==> src/rtl/synth_pkg.sv <==
`default_nettype none
// ============================================================================
// Module      : synth_pkg
// Description : Shared types and helpers for the synthesiser datapath:
//               ADSR state encoding and saturating add/sub helpers.
// Revision    : 1.0 - initial release
// ============================================================================
package synth_pkg;

    typedef enum logic [2:0] {
        IDLE    = 3'd0,
        ATTACK  = 3'd1,
        DECAY   = 3'd2,
        SUSTAIN = 3'd3,
        RELEASE = 3'd4
    } adsr_state_e;

    // Unsigned add clamped to an upper bound; a 33-bit sum cannot wrap.
    function automatic logic [31:0] sat_add(input logic [31:0] a,
                                            input logic [31:0] b,
                                            input logic [31:0] hi);
        logic [32:0] sum;
        sum = {1'b0, a} + {1'b0, b};
        if (sum > {1'b0, hi}) begin
            return hi;
        end
        return sum[31:0];
    endfunction

    // Unsigned subtract clamped to a lower bound; never goes below zero.
    function automatic logic [31:0] sat_sub(input logic [31:0] a,
                                            input logic [31:0] b,
                                            input logic [31:0] lo);
        logic [31:0] diff;
        diff = (a < b) ? 32'd0 : (a - b);
        if (diff < lo) begin
            return lo;
        end
        return diff;
    endfunction

endpackage
`default_nettype wire

==> src/rtl/env_scale.sv <==
`default_nettype none
// ============================================================================
// Module      : env_scale
// Description : Combinational gain stage: signed sample times unsigned gain,
//               arithmetic right shift by the gain width (floor rounding).
// Revision    : 1.0 - initial release
// ============================================================================
module env_scale #(
    parameter int WIDTH_P     = 12,
    parameter int ENV_WIDTH_P = 8
) (
    input  logic signed [WIDTH_P-1:0]     i_data,
    input  logic        [ENV_WIDTH_P-1:0] i_env,
    output logic signed [WIDTH_P-1:0]     o_data
);

    // Full-precision product; the gain is zero-extended so it stays positive.
    logic signed [WIDTH_P+ENV_WIDTH_P:0] w_prod;
    logic signed [ENV_WIDTH_P:0]         w_env_s;

    assign w_env_s = $signed({1'b0, i_env});
    assign w_prod  = i_data * w_env_s;

    // Dropping the low ENV_WIDTH_P bits of a two's complement value is an
    // arithmetic shift (floor). The gain is below 2^ENV_WIDTH_P, so the
    // result always fits back into WIDTH_P bits.
    assign o_data = w_prod[WIDTH_P+ENV_WIDTH_P-1:ENV_WIDTH_P];

endmodule
`default_nettype wire

==> src/rtl/adsr_envelope.sv <==
`default_nettype none
// ============================================================================
// Module      : adsr_envelope
// Description : ADSR amplitude envelope on a valid/ready sample stream.
//               Gain advances once per accepted sample; scaled sample is
//               presented through a 1-deep registered output.
//               Optional macro ADSR_EXP_RELEASE_EN selects an exponential
//               release (env -= max(env >> RELEASE_SHIFT_P, 1)) instead of
//               the linear RELEASE_STEP_P decrement.
// Revision    : 1.0 - initial release
// ============================================================================
module adsr_envelope
    import synth_pkg::*;
#(
    parameter int WIDTH_P         = 12,
    parameter int ENV_WIDTH_P     = 8,
    parameter int ATTACK_STEP_P   = 32,
    parameter int DECAY_STEP_P    = 8,
    parameter int SUSTAIN_LEVEL_P = 128,
    parameter int RELEASE_STEP_P  = 16,
    parameter int RELEASE_SHIFT_P = 3
) (
    input  logic                      clk_i,
    input  logic                      reset_i,
    input  logic                      gate_i,
    input  logic                      valid_i,
    input  logic signed [WIDTH_P-1:0] data_i,
    output logic                      ready_o,
    output logic                      valid_o,
    output logic signed [WIDTH_P-1:0] data_o,
    input  logic                      ready_i,
    output logic                      busy_o
);

    localparam logic [31:0] c_env_max = 32'((64'd1 << ENV_WIDTH_P) - 64'd1);
    localparam logic [31:0] c_sustain = 32'(SUSTAIN_LEVEL_P);
    localparam logic [31:0] c_attack  = 32'(ATTACK_STEP_P);
    localparam logic [31:0] c_decay   = 32'(DECAY_STEP_P);
`ifndef ADSR_EXP_RELEASE_EN
    localparam logic [31:0] c_release = 32'(RELEASE_STEP_P);
`endif

    adsr_state_e               r_state;
    adsr_state_e               w_state_nx;
    logic [ENV_WIDTH_P-1:0]    r_env;
    logic [ENV_WIDTH_P-1:0]    w_env_nx;
    logic [ENV_WIDTH_P-1:0]    w_env_att;
    logic [ENV_WIDTH_P-1:0]    w_env_dec;
    logic [ENV_WIDTH_P-1:0]    w_env_rel;
    logic                      r_valid;
    logic signed [WIDTH_P-1:0] r_data;
    logic signed [WIDTH_P-1:0] w_scaled;
    logic                      w_accept;

    assign ready_o  = ~r_valid | ready_i;
    assign w_accept = valid_i & ready_o;
    assign valid_o  = r_valid;
    assign data_o   = r_data;
    assign busy_o   = (r_state != IDLE);

    // Candidate gains for each moving phase, computed from the current gain.
    assign w_env_att = ENV_WIDTH_P'(sat_add(32'(r_env), c_attack, c_env_max));
    assign w_env_dec = ENV_WIDTH_P'(sat_sub(32'(r_env), c_decay, c_sustain));

`ifdef ADSR_EXP_RELEASE_EN
    logic [ENV_WIDTH_P-1:0] w_rel_dec;

    // Exponential release: decrement by a fraction of the gain, at least 1.
    always_comb begin
        w_rel_dec = r_env >> RELEASE_SHIFT_P;
        if ((w_rel_dec == '0) && (r_env != '0)) begin
            w_rel_dec = ENV_WIDTH_P'(1);
        end
        w_env_rel = r_env - w_rel_dec;
    end
`else
    assign w_env_rel = ENV_WIDTH_P'(sat_sub(32'(r_env), c_release, 32'd0));
`endif

    // Scale using the gain in force before this accept's update.
    env_scale #(
        .WIDTH_P     (WIDTH_P),
        .ENV_WIDTH_P (ENV_WIDTH_P)
    ) u_env_scale (
        .i_data (data_i),
        .i_env  (r_env),
        .o_data (w_scaled)
    );

    // Envelope state and gain register.
    always_ff @(posedge clk_i or posedge reset_i) begin
        if (reset_i) begin
            r_state <= IDLE;
            r_env   <= '0;
        end else begin
            r_state <= w_state_nx;
            r_env   <= w_env_nx;
        end
    end

    // Next state / next gain; only an accepted sample moves the envelope and
    // a gate change takes priority over the step of that accept.
    always_comb begin
        w_state_nx = r_state;
        w_env_nx   = r_env;
        if (w_accept) begin
            case (r_state)
                IDLE: begin
                    w_env_nx = '0;
                    if (gate_i) begin
                        w_state_nx = ATTACK;
                    end
                end
                ATTACK: begin
                    if (!gate_i) begin
                        w_state_nx = RELEASE;
                    end else begin
                        w_env_nx = w_env_att;
                        if (32'(w_env_att) == c_env_max) begin
                            w_state_nx = DECAY;
                        end
                    end
                end
                DECAY: begin
                    if (!gate_i) begin
                        w_state_nx = RELEASE;
                    end else begin
                        w_env_nx = w_env_dec;
                        if (32'(w_env_dec) == c_sustain) begin
                            w_state_nx = SUSTAIN;
                        end
                    end
                end
                SUSTAIN: begin
                    if (!gate_i) begin
                        w_state_nx = RELEASE;
                    end
                end
                RELEASE: begin
                    if (gate_i) begin
                        w_state_nx = ATTACK;
                    end else begin
                        w_env_nx = w_env_rel;
                        if (w_env_rel == '0) begin
                            w_state_nx = IDLE;
                        end
                    end
                end
                default: begin
                    w_state_nx = IDLE;
                    w_env_nx   = '0;
                end
            endcase
        end
    end

    // 1-deep output register; data holds while the consumer stalls.
    always_ff @(posedge clk_i or posedge reset_i) begin
        if (reset_i) begin
            r_valid <= 1'b0;
            r_data  <= '0;
        end else if (w_accept) begin
            r_valid <= 1'b1;
            r_data  <= w_scaled;
        end else if (ready_i) begin
            r_valid <= 1'b0;
        end
    end

endmodule
`default_nettype wire

==> config.mk <==
export PLATFORM = sky130hd
export DESIGN_NAME = adsr_envelope
export DESIGN_NICKNAME = d
export VERILOG_FILES = /design/src/rtl/synth_pkg.sv /design/src/rtl/env_scale.sv /design/src/rtl/adsr_envelope.sv
export SDC_FILE = /design/constraint.sdc
export NUM_CORES = 1
export LEC_CHECK = 0
export CAP_MARGIN = 20
export CORE_MARGIN = 2
export CORE_UTILIZATION = 55
export DETAILED_ROUTE_END_ITERATION = 16
export GPL_ROUTABILITY_DRIVEN = 0
export PLACE_DENSITY_LB_ADDON = 0.3
export SKIP_LAST_GASP = 1
export SLEW_MARGIN = 40
export SYNTH_ARGS = -nofsm -noshare
export SYNTH_HDL_FRONTEND = slang
export SYNTH_SLANG_ARGS = --single-unit
==> constraint.sdc <==
create_clock -name clk_i -period 6.4 [get_ports clk_i]
set_input_delay 1.28 -clock clk_i [delete_from_list [all_inputs] [get_ports clk_i]]
set_output_delay 1.28 -clock clk_i [all_outputs]
set_load 0.05 [all_outputs]
==> results.yml <==
outcome:
  status: "finished, final reports clean"
global_routing:
  grt_max_degree: 32
  grt_first_pass_wirelength_um: 20690
  grt_pass1_vias: 4419
  grt_overflow: 0
  antenna_found_initial: 0
  grt_usage_pct: 25.21
logic_synthesis:
  synth.distinct_cells: 67
  synth_edf_count: 0
  synth_seq_cells: 24
  synth_area_per_cell_um2: 8.488
  yosysWarnings: 0
  synth_area_um2: 5152
  syn_inst: 607
  synth_top_flop_cell: "dfrtp_1"
  syn_nets: 742
  yosysSeqAreaShare_pct: 11.66
  async_reset_ff_share_pct: 100.0
pwr:
  p_leak_nw: 2.749
  peakVddDrop_mv: 0.1875
  finalPower_mw: 1.293
  power.density_nw_per_um2: 232.2
floorplan:
  core-area_um2: 9153
  die_h_um: 100.8
  initial_utilization_pct: 56.30
  rows: 35
  dieArea_um2: 10160
  die_w_um: 100.8
  pin_count: 32
sta:
  worst_slack_ns: 0.4332
  min_period_ns: 5.967
  worst_pin_slew_ns: 0.7931
  relSlewSlack_pct: 47.12
  finalCritPeriodShare_pct: 93.23
  timing.fmax_mhz: 167.6
  rsz0062_at_grt: "false"
  setup_tns_ns: 0
  finalSetupViolations: 0
  fin_skew_ns: 0.001391
  final_max_slew_viol_count: 0
  hold_viol_final: 0
  whs_ns: 0.4959
drt:
  via_count: 4237
  post-route-drc-count: 0
  drt.antenna.violating_nets: 0
  drt-pass1-iter-count: 4
  drt-met1-wl_um: 4895
  drtIter0Drc: 206
  wl_met2_um: 5891
  dr_wl_met3_um: 521
  topRoutingLayerUsed: "met4"
  viasPerCell: 5.796
  wl_um: 11390
  avgRoutedWirePerCell_um: 15.58
clocking:
  clk_latency_ns: 0.26
  clock_sinks: 24
  ctsResizeCount: 0
  numCtsBuffers: 3
  clk_path_buf_depth: 2
  cts_tree: "built"
  clockRootBuffer: "clkbuf_8"
  post_cts.repair.setup_buffers: 0
  ctsHtreeMaxLevel: 1
  cts.reportedPaths.clkPinSlew_ns: 0.08
  holdBufCountCts: 0
placement:
  placed_cell_area_um2: 5525
  place_ws_ns: 0.1958
  dp_hpwl_um: 9218
  place_inst: 728
  port_buffers: 31
critical_path:
  end_kind: "flop"
  start_kind: "input port"
  crit_type: "in2reg"
  r2r.worst_path.cells: 14
  path_max_fanout: 8
  critPathRequiredTime_ns: 6.54
  critPathArrivalTime_ns: 6.11
layout:
  fin_util_pct: 60.82
  layoutNonFillerInstCount: 731
  drive_above_1_share_pct: 4.355
  nets: 757
  area_growth_pct: 8.038
  fin_area_um2: 5567
  n_antenna_cell: 0
worst_hold_path:
  min_path_cells: 2
  hold_path.class: "reg2reg"
flow_run:
  drv_cap: 0
-- critical path, stage by stage --
cell,delay (ns)
clkdlybuf4s50_1,0.63
nand2_1,0.13
fa_1,0.56
inv_1,0.05
fa_1,0.46
fa_1,0.49
inv_1,0.06
fa_1,0.52
inv_1,0.04
ha_1,0.36
nand3_1,0.13
nor3_2,0.05
o311ai_1,0.66
a211oi_1,0.18
or4_1,0.49
-- power by group --
| group | internal, mW | total, mW | leakage, nW | switching, mW |
|---|---|---|---|---|
| clock | 0.0421 | 0.0887 | 0.0216 | 0.0466 |
| combinational | 0.362 | 0.915 | 2.40 | 0.553 |
| sequential | 0.197 | 0.289 | 0.324 | 0.0924 |
-- worst paths after layout --
kind | startpoint | end | slack [ns]
min in group asynchronous | reset_i | data_o[7] | 1.36
hold reg to reg | data_o[7] | data_o[7] | 0.50
setup reg to reg | r_env[3] | data_o[11] | 1.23
setup / recovery | data_i[6] | data_o[11] | 0.43
max in group asynchronous | reset_i | data_o[0] | 4.69
hold / removal | data_o[7] | data_o[7] | 0.50
-- cell families (layout without fill, tap and decap cells) --
kind of cell	count (synthesis)	in the layout	share of synthesized area, %
AND/OR/NAND/NOR	216	216	22.75
buffers and inverters	146	159	10.85
adder cells (fa/ha/maj)	118	118	39.58
AO/OA/AOI/OAI	86	86	11.97
flip-flops	24	24	11.66
XOR/XNOR	13	13	2.356
multiplexers	4	4	0.8256
-- flip-flops by register name (all words and copies together), names as in the netlist --
register,count
valid_o,1
r_env,8
r_state,3
data_o,12
-- synthesized netlist by cell type, drive strengths merged, types with 6 or more instances --
master    n  area, um2
and2     53      337.8
ha       43      538.0
nor3     10      55.05
clkbuf   19      73.82
nor2     16      60.06
xnor2     7      68.82
nor2b     7      43.79
xor2      6      52.55
inv     122      457.9
nand3    18      90.09
o21ai    11      55.05
nand4     9      62.56
or4       6      48.80
nand2b   11      68.82
fa       75       1501
dfrtp    24      600.6
a21oi    19      98.85
o21a     10      75.07
nand2    66      247.7
-- per-layer routing --
metal | vias up | global-route usage (%)
li1 | 1990 | -
met1 | 2114 | 33.77
met2 | 121 | 44.56
met3 | 12 | 3.467
met4 | 0 | 3.688
met5 | - | 0
-- layout by cell type (no fill, tap or decap), types with 3 or more instances in the layout --
cell type and instances:
inv_1 121, fa_1 75, nand2_1 65, and2_1 47
ha_1 43, clkdlybuf4s50_1 31, dfrtp_1 24, nand3_1 18
a21oi_1 18, nor2_1 16, nand2b_1 11, o21ai_0 10
o21a_1 10, nor3_1 9, nand4_1 8, nor2b_1 7
xor2_1 6, xnor2_1 6, and3_1 5, a21o_1 5
or3_1 5, or4_1 5, and2_2 5, a22o_1 4
a211o_1 4, o211ai_1 4, nor4_1 3, clkbuf_8 3
buf_4 3
-- area by class of cell --
cell class | count | area [um2]
Sequential cell | 24 | 600.6
Fill cell | 799 | 3586
Timing Repair Buffer | 34 | 332.8
Multi-Input combinational cell | 437 | 3995
Clock buffer | 3 | 41.29
Tap cell | 111 | 138.9
Inverter | 122 | 457.9
Power figures use the tool's default switching activity.
